`config.mk`:
```
export PLATFORM = sky130hd
export DESIGN_NAME = ps2_host_tx
export DESIGN_NICKNAME = d
export VERILOG_FILES = /design/src/rtl/ps2_host_tx.sv
export SDC_FILE = /design/constraint.sdc
export NUM_CORES = 1
export LEC_CHECK = 0
export BUFFER_PORTS_ARGS = -buffer_cell sky130_fd_sc_hd__buf_2
export CORE_ASPECT_RATIO = 0.9
export CORE_MARGIN = 5
export CORE_UTILIZATION = 53
export CTS_CLUSTER_DIAMETER = 50
export CTS_CLUSTER_SIZE = 28
export DETAILED_ROUTE_END_ITERATION = 6
export HOLD_SLACK_MARGIN = 0.1
export PLACE_DENSITY = 0.72
export SYNTH_ARGS = -nofsm -noshare
export SYNTH_HDL_FRONTEND = slang
export SYNTH_SLANG_ARGS = --single-unit
```
`constraint.sdc`:
```
create_clock -name clk -period 1.82 [get_ports clk]
set_input_delay 0.182 -clock clk [delete_from_list [all_inputs] [get_ports clk]]
set_output_delay 0.182 -clock clk [all_outputs]
set_load 0.02 [all_outputs]
```
`src/rtl/ps2_host_tx.sv`:
```
`default_nettype none
// ============================================================================
// Module  : ps2_host_tx
// Purpose : Host-to-device PS/2 command transmitter.
//           It drives the shared ps2_clk and ps2_data pads through open-drain
//           enables.
// Option  : PS2_TX_WATCHDOG_EN adds a device-clock watchdog. When it fires,
//           the frame ends with done and err asserted.
// Revision: 1.0  initial release
// ============================================================================
module ps2_host_tx #(
  parameter int INHIBIT_CYCLES = 10000,
  parameter int TIMEOUT_CYCLES = 1500000
) (
  input  logic       clk,
  input  logic       rst,
  input  logic       ps2_clk_in,
  input  logic       ps2_data_in,
  output logic       ps2_clk_oe,
  output logic       ps2_data_oe,
  input  logic       tx_valid,
  input  logic [7:0] tx_data,
  output logic       tx_ready,
  output logic       tx_busy,
  output logic       tx_done,
  output logic       tx_err
);

  localparam int c_INH_W = (INHIBIT_CYCLES > 1) ? $clog2(INHIBIT_CYCLES) : 1;
  localparam logic [c_INH_W-1:0] c_INH_LAST = c_INH_W'(INHIBIT_CYCLES - 1);

  typedef enum logic [2:0] {
    ST_IDLE      = 3'd0,
    ST_INHIBIT   = 3'd1,
    ST_REQ       = 3'd2,
    ST_BITS      = 3'd3,
    ST_ACK       = 3'd4,
    ST_WAIT_IDLE = 3'd5
  } state_t;

  // Pad synchronisers (reset to the released/high level)
  logic r_clk_s1, r_clk_s2, r_clk_prev;
  logic r_data_s1, r_data_s2;
  logic w_fall;

  state_t             r_state,   w_state_nxt;
  logic [9:0]         r_shreg,   w_shreg_nxt;
  logic [3:0]         r_bitcnt,  w_bitcnt_nxt;
  logic [c_INH_W-1:0] r_inh_cnt, w_inh_cnt_nxt;
  logic               r_nack,    w_nack_nxt;
  logic               r_clk_oe,  w_clk_oe_nxt;
  logic               r_data_oe, w_data_oe_nxt;
  logic               r_ready,   w_ready_nxt;
  logic               r_busy,    w_busy_nxt;
  logic               r_done,    w_done_nxt;
  logic               r_err,     w_err_nxt;

  always_ff @(posedge clk) begin
    if (rst) begin
      r_clk_s1   <= 1'b1;
      r_clk_s2   <= 1'b1;
      r_clk_prev <= 1'b1;
      r_data_s1  <= 1'b1;
      r_data_s2  <= 1'b1;
    end else begin
      r_clk_s1   <= ps2_clk_in;
      r_clk_s2   <= r_clk_s1;
      r_clk_prev <= r_clk_s2;
      r_data_s1  <= ps2_data_in;
      r_data_s2  <= r_data_s1;
    end
  end

  assign w_fall = r_clk_prev & ~r_clk_s2;

`ifdef PS2_TX_WATCHDOG_EN
  localparam int c_WD_W = (TIMEOUT_CYCLES > 1) ? $clog2(TIMEOUT_CYCLES) : 1;
  localparam logic [c_WD_W-1:0] c_WD_LAST = c_WD_W'(TIMEOUT_CYCLES - 1);

  logic [c_WD_W-1:0] r_wd_cnt;
  logic              w_wd_active;
  logic              w_timeout;

  assign w_wd_active = (r_state == ST_REQ) || (r_state == ST_BITS) ||
                       (r_state == ST_ACK) || (r_state == ST_WAIT_IDLE);

  // Counter sits at zero outside the watched states, so REQ entry starts from a reload
  always_ff @(posedge clk) begin
    if (rst) begin
      r_wd_cnt <= '0;
    end else if (!w_wd_active || w_fall) begin
      r_wd_cnt <= '0;
    end else begin
      r_wd_cnt <= r_wd_cnt + 1'b1;
    end
  end

  assign w_timeout = w_wd_active && !w_fall && (r_wd_cnt == c_WD_LAST);
`else
  // No watchdog in this build; the parameter stays so both builds share one interface.
  if (TIMEOUT_CYCLES < 1) begin : g_timeout_unused
  end
`endif

  always_ff @(posedge clk) begin
    if (rst) begin
      r_state   <= ST_IDLE;
      r_shreg   <= '0;
      r_bitcnt  <= '0;
      r_inh_cnt <= '0;
      r_nack    <= 1'b0;
      r_clk_oe  <= 1'b0;
      r_data_oe <= 1'b0;
      r_ready   <= 1'b1;
      r_busy    <= 1'b0;
      r_done    <= 1'b0;
      r_err     <= 1'b0;
    end else begin
      r_state   <= w_state_nxt;
      r_shreg   <= w_shreg_nxt;
      r_bitcnt  <= w_bitcnt_nxt;
      r_inh_cnt <= w_inh_cnt_nxt;
      r_nack    <= w_nack_nxt;
      r_clk_oe  <= w_clk_oe_nxt;
      r_data_oe <= w_data_oe_nxt;
      r_ready   <= w_ready_nxt;
      r_busy    <= w_busy_nxt;
      r_done    <= w_done_nxt;
      r_err     <= w_err_nxt;
    end
  end

  always_comb begin
    w_state_nxt   = r_state;
    w_shreg_nxt   = r_shreg;
    w_bitcnt_nxt  = r_bitcnt;
    w_inh_cnt_nxt = r_inh_cnt;
    w_nack_nxt    = r_nack;
    w_clk_oe_nxt  = r_clk_oe;
    w_data_oe_nxt = r_data_oe;
    w_done_nxt    = 1'b0;
    w_err_nxt     = 1'b0;

    case (r_state)
      ST_IDLE: begin
        w_clk_oe_nxt  = 1'b0;
        w_data_oe_nxt = 1'b0;
        if (tx_valid && r_ready) begin
          // Frame image: stop, odd parity, data (LSB shifts out first)
          w_shreg_nxt   = {1'b1, ~^tx_data, tx_data};
          w_bitcnt_nxt  = 4'd0;
          w_inh_cnt_nxt = '0;
          w_nack_nxt    = 1'b0;
          w_clk_oe_nxt  = 1'b1;
          w_state_nxt   = ST_INHIBIT;
        end
      end

      ST_INHIBIT: begin
        w_clk_oe_nxt  = 1'b1;
        w_data_oe_nxt = 1'b0;
        if (r_inh_cnt == c_INH_LAST) begin
          w_clk_oe_nxt  = 1'b0;
          w_data_oe_nxt = 1'b1;
          w_state_nxt   = ST_REQ;
        end else begin
          w_inh_cnt_nxt = r_inh_cnt + 1'b1;
        end
      end

      ST_REQ: begin
        if (w_fall) begin
          w_data_oe_nxt = ~r_shreg[0];
          w_shreg_nxt   = {1'b0, r_shreg[9:1]};
          w_bitcnt_nxt  = 4'd1;
          w_state_nxt   = ST_BITS;
        end
      end

      ST_BITS: begin
        if (w_fall) begin
          w_data_oe_nxt = ~r_shreg[0];
          w_shreg_nxt   = {1'b0, r_shreg[9:1]};
          w_bitcnt_nxt  = r_bitcnt + 4'd1;
          if (r_bitcnt == 4'd9) begin
            w_state_nxt = ST_ACK;
          end
        end
      end

      ST_ACK: begin
        if (w_fall) begin
          w_nack_nxt  = r_data_s2;
          w_state_nxt = ST_WAIT_IDLE;
        end
      end

      ST_WAIT_IDLE: begin
        if (r_clk_s2 && r_data_s2) begin
          w_done_nxt  = 1'b1;
          w_err_nxt   = r_nack;
          w_state_nxt = ST_IDLE;
        end
      end

      default: begin
        w_clk_oe_nxt  = 1'b0;
        w_data_oe_nxt = 1'b0;
        w_state_nxt   = ST_IDLE;
      end
    endcase

`ifdef PS2_TX_WATCHDOG_EN
    if (w_timeout) begin
      w_clk_oe_nxt  = 1'b0;
      w_data_oe_nxt = 1'b0;
      w_done_nxt    = 1'b1;
      w_err_nxt     = 1'b1;
      w_state_nxt   = ST_IDLE;
    end
`endif

    w_ready_nxt = (w_state_nxt == ST_IDLE);
    w_busy_nxt  = (w_state_nxt != ST_IDLE);
  end

  assign ps2_clk_oe  = r_clk_oe;
  assign ps2_data_oe = r_data_oe;
  assign tx_ready    = r_ready;
  assign tx_busy     = r_busy;
  assign tx_done     = r_done;
  assign tx_err      = r_err;

endmodule
`default_nettype wire

```
Yosys cells after proc, flatten, opt, wreduce, memory -nomap -nowiden
Index checks and enable logic that the tools add are counted.

operators by class
  add/subtract/negate cells = 2
  multiply operators = 0
  divide/modulo/power cells = 0
  $lt $le $gt $ge = 0
  equality and inequality tests = 13
  shift operators = 0
  mux-type cells = 28
  bitwise gates (word level) = 6
  reductions and logical operators = 20

operators by type and width
  cell                                            number
  two-way mux 14 bit                              2
  case mux 14 bit (2 select lines)                1
  two-way mux 3 bit                               7
  two-way mux 10 bit                              2
  case mux 10 bit (2 select lines)                1
  case mux 3 bit (6 select lines)                 1
  adder 14 x 1 -> 14 bit (second input constant)  1
  == test 14 bit (second input constant)          1
  two-way mux 4 bit                               3
  case mux 4 bit (3 select lines)                 1
  inequality test 2 bit (second input constant)   5
  AND reduction 3 bit                             3
  XNOR reduction 8 bit                            1
  two-way mux 1 bit                               7
  == test 3 x 2 -> 1 bit (second input constant)  2
  == test 3 bit (second input constant)           2
  logical NOT 3 bit                               2
  case mux 1 bit (3 select lines)                 2
  nonzero test 2 bit                              3
  nonzero test 3 bit                              2
  OR reduction 2 bit                              3
  NOT 1 bit                                       5
  adder 4 x 1 -> 4 bit (second input constant)    1
  == test 4 bit (second input constant)           1
  9 further kinds                                 10

word-level totals
  flip-flop bits (word level) = 43
  bits in latches = 0
  RAM bits = 0
  bits in read-only memories = 0
  input port bits = 13
  output and inout port bits = 6
  logic and storage cells = 85
  memories kept = 0

Depth between registers and ports, before layout
Gate-level depths: netlist (run 1).

  depth after elaboration = 5
  mapped depth = 6
  mapped depth without buffers = 5

Least setup slack after synthesis (run 1)
Ideal clock, no wire load.

  path kind = register -> register
  start point = register r_inh_cnt[5]
  end point = register r_state[0]
  setup time = 0.125 ns
  data arrival time = 1.730 ns
  data required time = 1.695 ns
  path slack = -0.035 ns
  cell stages (with the launch flop) = 5
  path buffers = 0
  period minus slack after synthesis = 1.855 ns
  cells stage by stage = dfxtp_1 or4b_4 nor4_4 nor3_2 o41a_1

on the way
  word-level cells in the longest chain between the ends = 3

RTL lines
  element                          line  RTL
  from (decl)                      49    logic [c_INH_W-1:0] r_inh_cnt, w_inh_cnt_nxt;
  from (signal assigned)           122   r_inh_cnt <= w_inh_cnt_nxt;
  == test 14 bit                   162   if (r_inh_cnt == c_INH_LAST) begin
  two-way mux 3 bit                162
  case mux 3 bit (6 select lines)  144   case (r_state)
  to (signal assigned)             119   r_state <= w_state_nxt;
  to (decl)                        46    state_t r_state, w_state_nxt;

No other way between the ends.
A chain may end at the register's enable or synchronous reset.

Worst setup path after layout (run 1)
  start point = register r_inh_cnt[4]
  end point = register r_state[0]

The elaborated chain is that of the path after synthesis.

==> reports/qor.txt, run 1 <==
run status = finished with violations
violated checks = setup timing
Critical Path End Type = flip-flop
clock skew after layout = 7.734 ps
antenna diode count = 0
number of sinks driven by the clock tree = 43
largest cells by area after synthesis = sky130_fd_sc_hd__dfxtp_1 (40%), sky130_fd_sc_hd__nand2_1 (6.0%), sky130_fd_sc_hd__a21oi_1 (5.2%), sky130_fd_sc_hd__xnor2_1 (3.7%), sky130_fd_sc_hd__a311oi_1 (3.3%)
minimum setup slack in the final design = -31.27 ps
area of all placed cells without fillers = 2574 um^2
data required time at the worst endpoint = 2000 ps
power per cell area = 703.3 nW/um^2
Port Buffers = 18
Via density = 5.773
first-pass iteration count of the detailed router = 4
maximum frequency from static timing analysis = 540.2 MHz
starting density of the core = 55.89%
wire length per cell after detailed routing = 14.17 um
DIE WIDTH = 76.82 um
main flop type after synthesis = sky130_fd_sc_hd__dfxtp_1
Finish-stage setup viols = 1
Setup Crit Path Kind = flip-flop to flip-flop
Synth Cell Area = 2130 um^2
Routed Antenna Nets = 0
nets in the synthesized netlist = 269
proportion of layout cells with a drive suffix above 1 = 25.94%
worst hold slack = 157.0 ps
Area after DPL = 2415 um^2
Yosys top cell by area = sky130_fd_sc_hd__dfxtp_1
Avg Synthesized Cell Area = 8.417 um^2
Yosys warning total = 0
DRC violations left = 0
number of design-rule violations left by the first detailed-router iteration = 244
Period minus WS final = 1851 ps
fraction of post-synthesis cell area in the top cell type by area = 40.42%
clock-pin slew on the worst setup and hold paths = 80 ps
transition time at the pin with the least slew margin = 443.4 ps
total routed wirelength = 4803 um
filler cell count in the final layout = 323
Post-DP HPWL = 3380 um
unrepaired setup endpoints after global routing = true
cts bufs inserted = 5
final estimated routing congestion in global placement = 0.7869
Layout area overhead = 20.86%
share of synthesized flip-flops with an asynchronous set or reset = 0%
Relative slew margins = 70.44%
clock root cell = sky130_fd_sc_hd__clkbuf_8
number of synthesized flops with an enable pin = 0
post-layout net count = 309
Critical Path Max Stage Delay = 540 ps
height of the chip = 70.14 um
Clock Latency Late Sink = 300 ps
number of global-route vias before repair = 1816
register-to-register path setup slack = -30 ps
maximum level of the CTS H-tree = 2
via total after detailed routing = 1957
core region area = 3810 um^2
Post-Syn Instances = 253
Bufs on Longest Clock Path = 2
fraction of the yosys area taken by sequential cells = 40.42%
full die area = 5387 um^2
total number of placement rows = 21
I/O pin total = 19
arrival time at the worst endpoint = 2030 ps
Max-cap violations = 0
TritonCTS clock tree = yes
initial antenna violation count = 0
slowest stage cell on the critical path = sky130_fd_sc_hd__or4b_4
final slew viol count = 0
highest net fanout along the worst path = 7
Final Hold Vio Count = 0
crit start category = flip-flop
gr usage total = 18.33%
post-synthesis sequential element count = 43
utilization of the core after routing = 67.55%
Remaining Overflow, GRT = 0
static leakage = 0.9810 nW
ordered cell list for the critical path = or4b_4, nor4_4, buf_4, nor3_2, o41a_1
pre-CTS worst setup slack = 16.84 ps
Peak VDD IR = 0.4318 mV
final clock period utilization by the worst path = 101.7%
global-route wire length before repair = 8197 um
Hold Path Class = input port to flip-flop
largest net degree at the start of global routing = 21
number of distinct library cells after synthesis = 49
==> where the power goes <==
| part | total [mW] | internal, mW | switching (mW) |
|---|---|---|---|
| Clock | 0.587 | 0.262 | 0.324 |
| Sequential | 0.999 | 0.978 | 0.0210 |
| Combinational | 0.224 | 0.101 | 0.123 |
==> Yosys cell counts, types with 6 or more instances <==
library cell and number:
sky130_fd_sc_hd__nand2_1 34, sky130_fd_sc_hd__dfxtp_1 43, sky130_fd_sc_hd__o21ai_0 6, sky130_fd_sc_hd__a311oi_1 8, sky130_fd_sc_hd__xnor2_1 9, sky130_fd_sc_hd__inv_1 8, sky130_fd_sc_hd__a21oi_1 22, sky130_fd_sc_hd__nand2b_1 6
sky130_fd_sc_hd__clkbuf_1 13, sky130_fd_sc_hd__or2_2 6, sky130_fd_sc_hd__or4_1 7, sky130_fd_sc_hd__nor2_1 18
==> critical path: cells and delay by family, from the launching register on <==
family / cells / cell delay [ps]
AOI/OAI and AO/OA: 1 / 310
DFF: 1 / 320
buffers and inverters: 1 / 200
and+or+nand+nor: 3 / 910
==> registers in the layout (all words and copies together) (netlist names) <==
| signal | cells |
|---|---|
| r_inh_cnt | 14 |
| r_shreg | 10 |
| r_bitcnt | 4 |
| r_state | 3 |
| ps2_clk_oe | 1 |
| ps2_data_oe | 1 |
| r_clk_prev | 1 |
| r_clk_s1 | 1 |
| r_clk_s2 | 1 |
| r_data_s1 | 1 |
| r_data_s2 | 1 |
| r_nack | 1 |
| tx_busy | 1 |
| tx_done | 1 |
| tx_err | 1 |
| tx_ready | 1 |
==> final timing paths <==
kind,start,to,cells past startpoint
worst max-delay path,r_inh_cnt[4],r_state[0],5
worst min-delay path,tx_data[6],r_shreg[6],3
worst max register to register,r_inh_cnt[4],r_state[0],5
worst min register to register,r_clk_s1,r_clk_s2,1
==> metal layers <==
| layer | wire length, um | track usage, % |
|---|---|---|
| met2 | 2191 | 27.43 |
| met1 | 2299 | 25.99 |
| met3 | 242 | 3.728 |
| met4 | 70 | 6.408 |
| met5 | 0 | 0 |
==> metrics by stage <==
step | total power [mW] | instances | setup TNS (ps)
floorplan | 1.158 | 253 | 0
global placement | 1.229 | 328 | 0
detailed placement | 1.234 | 328 | 0
CTS | 1.822 | 338 | 0
global route | 1.890 | 339 | -213.9
finish | 1.810 | 339 | -31.27
==> placed cells by master, fill, tap and decap left out, types with 4 or more instances in the layout <==
master	count
sky130_fd_sc_hd__clkbuf_8	5
sky130_fd_sc_hd__dfxtp_1	40
sky130_fd_sc_hd__xnor2_1	9
sky130_fd_sc_hd__a21oi_1	21
sky130_fd_sc_hd__nand3b_1	5
sky130_fd_sc_hd__a311oi_1	8
sky130_fd_sc_hd__or4_1	6
sky130_fd_sc_hd__nand2_1	34
sky130_fd_sc_hd__mux2i_1	4
sky130_fd_sc_hd__nand2b_1	6
sky130_fd_sc_hd__o21ai_0	6
sky130_fd_sc_hd__nand3_1	4
sky130_fd_sc_hd__o31ai_1	5
sky130_fd_sc_hd__or2_2	6
sky130_fd_sc_hd__inv_1	8
sky130_fd_sc_hd__buf_4	27
sky130_fd_sc_hd__nor2_1	18
sky130_fd_sc_hd__nor2b_1	5
sky130_fd_sc_hd__buf_2	18
==> cells by family (layout without fill, tap and decap cells) <==
logic type                 after synthesis  count (layout)  synth area share (%)
and+or+nand+nor                        110             110                 28.61
AOI/OAI and AO/OA                       61              61                 19.27
DFF                                     43              43                 40.42
buffers and inverters                   22              62                 3.937
xor gates and xnor gates                10              10                 4.113
muxes                                    4               4                 1.880
adders and majority gates                3               3                 1.763
==> timing repair <==
action                                 in CTS  in global routing
buffers inserted                            1                  1
pin swaps                                   0                  2
setup endpoints to repair                   2                  9
endpoints found under the hold margin       2                  0
hold buffers                                2                  0
gates resized for setup                     1                 12
==> area by class of cell <==
| type | instances | area [um^2] | area share, % |
|---|---|---|---|
| clock buffer | 5 | 68.82 | 2.674 |
| multi-input combinational | 188 | 1226 | 47.64 |
| inverter | 8 | 30.03 | 1.167 |
| sequential | 43 | 864.6 | 33.59 |
| timing repair buffer | 47 | 312.8 | 12.15 |
| clock inverter | 2 | 13.76 | 0.5348 |
| tap | 46 | 57.56 | 2.236 |
No activity file was read; power rests on OpenSTA's default activity.
==> run 2, diff against run 1 <==
--- a/config.mk
+++ b/config.mk
@@ -5,7 +5,7 @@
 export SDC_FILE = /design/constraint.sdc
 export NUM_CORES = 1
 export LEC_CHECK = 0
-export BUFFER_PORTS_ARGS = -buffer_cell sky130_fd_sc_hd__buf_2
+export BUFFER_PORTS_ARGS = -buffer_cell sky130_fd_sc_hd__clkbuf_2
 export CORE_ASPECT_RATIO = 0.9
 export CORE_MARGIN = 5
 export CORE_UTILIZATION = 53
@@ -14,6 +14,7 @@
 export DETAILED_ROUTE_END_ITERATION = 6
 export HOLD_SLACK_MARGIN = 0.1
 export PLACE_DENSITY = 0.72
+export RECOVER_POWER = 50
 export SYNTH_ARGS = -nofsm -noshare
 export SYNTH_HDL_FRONTEND = slang
 export SYNTH_SLANG_ARGS = --single-unit
==> reports/qor.txt, run 2 (synthesis gave the netlist of run 1 again) <==
number of global-route vias before repair = 1770 (was 1816)
Bufs on Longest Clock Path = 2 (unchanged)
initial antenna violation count = 0 (unchanged)
met3 wire length = 223 um (was 242 um)
I/O pin total = 19 (unchanged)
maximum frequency from static timing analysis = 540.9 MHz (was 540.2 MHz)
final clock period utilization by the worst path = 101.6% (was 101.7%)
proportion of layout cells with a drive suffix above 1 = 23.39% (was 25.94%)
worst flop-to-flop path startpoint = r_inh_cnt[4] (unchanged)
gr usage total = 17.59% (was 18.33%)
register-to-register path setup slack = -30 ps (about the same)
starting density of the core = 55.89% (unchanged)
worst hold slack = 161.3 ps (was 157.0 ps)
Crit. Startpoint = r_inh_cnt[4] (unchanged)
instance count along the most critical hold path = 3 (unchanged)
highest net fanout along the worst path = 7 (unchanged)
wire length on met2 = 2114 um (was 2191 um)
run status = finished with violations (unchanged)
power per cell area = 727.5 nW/um^2 (was 703.3 nW/um^2)
crit start category = flip-flop (unchanged)
Routed Antenna Nets = 0 (unchanged)
Critical Path Sink = r_state[0] (unchanged)
antenna diode count = 0 (unchanged)
utilization of the core after routing = 67.68% (was 67.55%)
TritonCTS clock tree = yes (unchanged)
data required time at the worst endpoint = 2000 ps (about the same)
number of design-rule violations left by the first detailed-router iteration = 195 (was 244)
worst reg2reg endpoint = r_state[0] (unchanged)
Layout area overhead = 21.09% (was 20.86%)
cts bufs inserted = 5 (unchanged)
arrival time at the worst endpoint = 2030 ps (about the same)
transition time at the pin with the least slew margin = 737.5 ps (was 443.4 ps)
Via density = 5.721 (was 5.773)
full die area = 5387 um^2 (unchanged)
height of the chip = 70.14 um (unchanged)
static leakage = 0.9623 nW (was 0.9810 nW)
total number of placement rows = 21 (unchanged)
Clock Latency Late Sink = 290 ps (was 300 ps)
wire length per cell after detailed routing = 13.70 um (was 14.17 um)
number of sinks driven by the clock tree = 43 (unchanged)
maximum level of the CTS H-tree = 2 (unchanged)
core region area = 3810 um^2 (unchanged)
post-layout net count = 310 (was 309)
startpoint of the lowest-slack hold path = tx_data[4] (was tx_data[6])
clock skew after layout = 7.113 ps (was 7.734 ps)
Post-DP HPWL = 3346 um (was 3380 um)
Relative slew margins = 50.83% (was 70.44%)
minimum setup slack in the final design = -28.65 ps (was -31.27 ps)
register area = 867.1 um^2 (was 864.6 um^2)
Top Registers = r_inh_cnt: 14 flops, r_shreg: 10 flops, r_bitcnt: 4 flops (unchanged)
length in cells of the worst reg-to-reg path = 5 (unchanged)
Port Buffers = 18 (unchanged)
Final Hold Vio Count = 0 (unchanged)
Remaining Overflow, GRT = 0 (unchanged)
Critical Path Max Stage Delay = 540 ps (about the same)
Setup Crit Path Kind = flip-flop to flip-flop (unchanged)
global-route wire length before repair = 7948 um (was 8197 um)
highest-count cells in the layout ignoring fill and taps = sky130_fd_sc_hd__dfxtp_1 (38), sky130_fd_sc_hd__nand2_1 (34), sky130_fd_sc_hd__buf_4 (26) (was sky130_fd_sc_hd__dfxtp_1 (40), sky130_fd_sc_hd__nand2_1 (34), sky130_fd_sc_hd__buf_4 (27))
Critical Path End Type = flip-flop (unchanged)
slowest stage cell on the critical path = sky130_fd_sc_hd__or4b_4 (unchanged)
total routed wirelength = 4670 um (was 4803 um)
Hold Path Class = input port to flip-flop (unchanged)
DRC violations left = 0 (unchanged)
first-pass iteration count of the detailed router = 4 (unchanged)
final slew viol count = 0 (unchanged)
DIE WIDTH = 76.82 um (unchanged)
ordered cell list for the critical path = or4b_4, nor4_4, buf_4, nor3_2, o41a_1 (unchanged)
clock root cell = sky130_fd_sc_hd__clkbuf_8 (unchanged)
Max-cap violations = 0 (unchanged)
wire length the detailed router placed on met1 = 2290 um (was 2299 um)
number of flip-flops in the largest register = 14 (unchanged)
largest net degree at the start of global routing = 21 (unchanged)
unrepaired setup endpoints after global routing = true (unchanged)
register containing the most flip-flops in the final layout = r_inh_cnt (unchanged)
Finish-stage setup viols = 1 (unchanged)
Period minus WS final = 1849 ps (was 1851 ps)
clock-pin slew on the worst setup and hold paths = 80 ps (about the same)
filler cell count in the final layout = 309 (was 323)
via total after detailed routing = 1951 (was 1957)
Peak VDD IR = 0.5883 mV (was 0.4318 mV)
final estimated routing congestion in global placement = 0.7773 (was 0.7869)
multi-input gate area in the final layout = 1220 um^2 (was 1226 um^2)
most common cell after layout, fill and taps aside = sky130_fd_sc_hd__dfxtp_1 (unchanged)
highest metal layer used by the detailed router = met4 (unchanged)
violated checks = setup timing (unchanged)
[run 2: per-stage QoR]
step	instances	power, mW	TNS (ps)	instance area [um^2]	worst slack (ps)
2_1_floorplan	253	1.158	0	2133	13.82
3_3_place_gp	329	1.236	0	2422	37.15
3_5_place_dp	329	1.242	0	2422	17.19
4_1_cts	340	1.897	0	2551	3.680
5_1_grt	341	1.970	-137.8	2579	-99.76
6_report	341	1.876	-28.65	2579	-28.65
[run 2: worst max-delay path, delay by kind of cell (launching register included)]
kind                   cells  cell delay, ps
AO/OA/AOI/OAI              1             300
AND/OR/NAND/NOR            3             910
buffers and inverters      1             200
flip-flops                 1             330
[run 2: worst min path at each step]
| stage | to | slack [ps] |
|---|---|---|
| 3_3_place_gp | r_data_s1 | 360 |
| 6_report | r_shreg[4] | 160 |
| 3_5_place_dp | r_clk_s1 | 370 |
| 4_1_cts | r_shreg[4] | 160 |
| 2_1_floorplan | r_clk_s1 | 290 |
| 5_1_grt | r_shreg[6] | 170 |
[run 2: power breakdown]
part | total (mW) | switching [mW] | internal [mW] | leakage (nW)
Sequential | 0.998 | 0.0197 | 0.978 | 0.353
Clock | 0.652 | 0.306 | 0.346 | 0.0515
Combinational | 0.226 | 0.124 | 0.102 | 0.558
[run 2: layer usage]
layer | up-vias | GRT usage (%)
met5 | - | 0
met1 | 911 | 24.51
met3 | 5 | 3.985
met4 | 0 | 5.243
met2 | 41 | 26.96
li1 | 994 | -
[run 2: final cells by class]
class                   count  share of cell area, %
multi-input cells         188                  47.31
flip-flops and latches     43                  33.62
repair buffers             48                  11.79
clock buffers               8                  3.882
well taps                  46                  2.232
inverters                   8                  1.164
[run 2: what timing repair did]
item / 4_1_cts / 5_1_grt
setup buffers: 1 / 1
endpoints found under the hold margin: 2 / 0
hold buffers: 2 / 0
gates resized for setup: 1 / 12
gates cloned: 0 / 0
endpoints found under the setup margin: 1 / 10
pin swaps: 1 / 4
==> run 3, diff against run 2 <==
--- a/config.mk
+++ b/config.mk
@@ -6,6 +6,7 @@
 export NUM_CORES = 1
 export LEC_CHECK = 0
 export BUFFER_PORTS_ARGS = -buffer_cell sky130_fd_sc_hd__clkbuf_2
+export CAP_MARGIN = 30
 export CORE_ASPECT_RATIO = 0.9
 export CORE_MARGIN = 5
 export CORE_UTILIZATION = 53
@@ -15,6 +16,7 @@
 export HOLD_SLACK_MARGIN = 0.1
 export PLACE_DENSITY = 0.72
 export RECOVER_POWER = 50
+export REMOVE_ABC_BUFFERS = 1
 export SYNTH_ARGS = -nofsm -noshare
 export SYNTH_HDL_FRONTEND = slang
 export SYNTH_SLANG_ARGS = --single-unit
==> reports/qor.txt, run 3 (synthesis gave the netlist of run 1 again) <==
Peak VDD IR = 0.7026 mV (was 0.5883 mV)
Period minus WS final = 1777 ps (was 1849 ps)
starting density of the core = 55.89% (unchanged)
Clock Latency Late Sink = 300 ps (was 290 ps)
final estimated routing congestion in global placement = 0.7989 (was 0.7773)
Critical Path Max Stage Delay = 500 ps (was 540 ps)
Routed Antenna Nets = 0 (unchanged)
DIE WIDTH = 76.82 um (unchanged)
DRC violations left = 0 (unchanged)
highest net fanout along the worst path = 4 (was 7)
post-layout net count = 310 (unchanged)
final clock period utilization by the worst path = 97.65% (was 101.6%)
largest net degree at the start of global routing = 22 (was 21)
transition time at the pin with the least slew margin = 809.7 ps (was 737.5 ps)
via total after detailed routing = 1934 (was 1951)
I/O pin total = 19 (unchanged)
Critical Path End Type = flip-flop (unchanged)
total routed wirelength = 4656 um (was 4670 um)
global-route wire length before repair = 7983 um (was 7948 um)
core region area = 3810 um^2 (unchanged)
full die area = 5387 um^2 (unchanged)
Remaining Overflow, GRT = 0 (unchanged)
height of the chip = 70.14 um (unchanged)
number of design-rule violations left by the first detailed-router iteration = 162 (was 195)
total number of placement rows = 21 (unchanged)
Post-DP HPWL = 3314 um (was 3346 um)
first-pass iteration count of the detailed router = 4 (unchanged)
Hold Path Class = input port to flip-flop (unchanged)
arrival time at the worst endpoint = 2000 ps (was 2030 ps)
Max-cap violations = 0 (unchanged)
number of sinks driven by the clock tree = 43 (unchanged)
initial antenna violation count = 0 (unchanged)
Via density = 5.688 (was 5.721)
antenna diode count = 0 (unchanged)
ordered cell list for the critical path = ha_2, nand2_2, or3_4, or4_1, a21oi_1 (was or4b_4, nor4_4, buf_4, nor3_2, o41a_1)
Relative slew margins = 46.02% (was 50.83%)
utilization of the core after routing = 67.19% (was 67.68%)
data required time at the worst endpoint = 2050 ps (was 2000 ps)
gr usage total = 17.73% (was 17.59%)
number of global-route vias before repair = 1731 (was 1770)
clock-pin slew on the worst setup and hold paths = 80 ps (about the same)
static leakage = 0.9479 nW (was 0.9623 nW)
Port Buffers = 18 (unchanged)
number of flip-flops in the largest register = 14 (unchanged)
TritonCTS clock tree = yes (unchanged)
Bufs on Longest Clock Path = 2 (unchanged)
final cell count without fillers = 340 (was 341)
Finish-stage setup viols = 0 (was 1)
run status = completed (was finished with violations)
maximum frequency from static timing analysis = 562.7 MHz (was 540.9 MHz)
multi-input gate area in the final layout = 1215 um^2 (was 1220 um^2)
proportion of layout cells with a drive suffix above 1 = 22.45% (was 23.39%)
highest-count cells in the layout ignoring fill and taps = sky130_fd_sc_hd__dfxtp_1 (39), sky130_fd_sc_hd__nand2_1 (33), sky130_fd_sc_hd__buf_4 (24) (was sky130_fd_sc_hd__dfxtp_1 (38), sky130_fd_sc_hd__nand2_1 (34), sky130_fd_sc_hd__buf_4 (26))
most common cell after layout, fill and taps aside = sky130_fd_sc_hd__dfxtp_1 (unchanged)
filler cell count in the final layout = 339 (was 309)
Layout area overhead = 20.21% (was 21.09%)
clock skew after layout = 8.215 ps (was 7.113 ps)
register area = 865.8 um^2 (was 867.1 um^2)
power per cell area = 716.3 nW/um^2 (was 727.5 nW/um^2)
crit start category = flip-flop (unchanged)
wire length per cell after detailed routing = 13.69 um (was 13.70 um)
cts bufs inserted = 5 (unchanged)
maximum level of the CTS H-tree = 2 (unchanged)
Top Registers = r_inh_cnt: 14 flops, r_shreg: 10 flops, r_bitcnt: 4 flops (unchanged)
Final Hold Vio Count = 0 (unchanged)
unrepaired setup endpoints after global routing = true (unchanged)
Setup Crit Path Kind = flip-flop to flip-flop (unchanged)
register containing the most flip-flops in the final layout = r_inh_cnt (unchanged)
final slew viol count = 0 (unchanged)
slowest stage cell on the critical path = sky130_fd_sc_hd__or4_1 (was sky130_fd_sc_hd__or4b_4)
clock root cell = sky130_fd_sc_hd__clkbuf_8 (unchanged)
Inst Count DP = 329 (unchanged)
==> run 3: power breakdown <==
| part | internal, mW | switching, mW | total, mW | leakage (nW) |
|---|---|---|---|---|
| Clock | 0.298 | 0.315 | 0.612 | 0.0470 |
| Sequential | 0.978 | 0.0210 | 0.999 | 0.353 |
| Combinational | 0.0995 | 0.122 | 0.222 | 0.548 |
| Total | 1.38 | 0.458 | 1.83 | 0.948 |
==> run 3: what timing repair did <==
action | 4_1_cts | 5_1_grt
hold buffers | 2 | 0
gates resized for setup | 6 | 7
hold endpoints to repair | 2 | 0
endpoints found under the setup margin | 2 | 8
setup buffers | 1 | 1
pin swaps | 4 | 1
==> run 3: worst paths after layout <==
path / end / start / depth (start not counted) / slack (ps)
worst min register to register: r_data_s2 / r_data_s1 / 1 / 410
worst max-delay path: r_inh_cnt[12] / r_inh_cnt[1] / 5 / 40
worst max register to register: r_inh_cnt[12] / r_inh_cnt[1] / 5 / 40
worst min-delay path: r_shreg[5] / tx_data[5] / 3 / 150
==> run 3: layer usage <==
metal / GRT usage, % / wire length (um) / vias to the layer above
met4: 5.437 / 44 / 0
met3: 3.856 / 207 / 5
li1: - / - / 995
met2: 27.14 / 2116 / 44
met5: 0 / 0 / -
met1: 24.80 / 2287 / 890
==> run 3: per-stage QoR <==
stage	setup TNS, ps	setup WS [ps]	cell area (um^2)	hold slack, ps	power [mW]
finish	0	42.86	2560	153.6	1.834
global route	-65.47	-37.16	2560	150.6	1.922
CTS	0	25.67	2547	150.9	1.853
detailed placement	-33.71	-27.27	2419	370.9	1.241
global placement	-6.662	-6.662	2419	364.2	1.236
floorplan	-251.6	-81.73	2076	251.1	1.148
==> run 3: worst max-delay path, delay by kind of cell (launching register included) <==
kind	cells	cell delay (ps)
AO/OA/AOI/OAI	1	150
flip-flops	1	350
AND/OR/NAND/NOR	3	1010
adder cells (fa/ha/maj)	1	190
==> run 3: cell type report <==
| type | count | share of cell area [%] |
|---|---|---|
| repair buffers | 48 | 11.88 |
| clock inverters | 1 | 0.1955 |
| clock buffers | 6 | 3.226 |
| multi-input cells | 188 | 47.46 |
| inverters | 8 | 1.173 |
| flip-flops and latches | 43 | 33.82 |
| well taps | 46 | 2.248 |
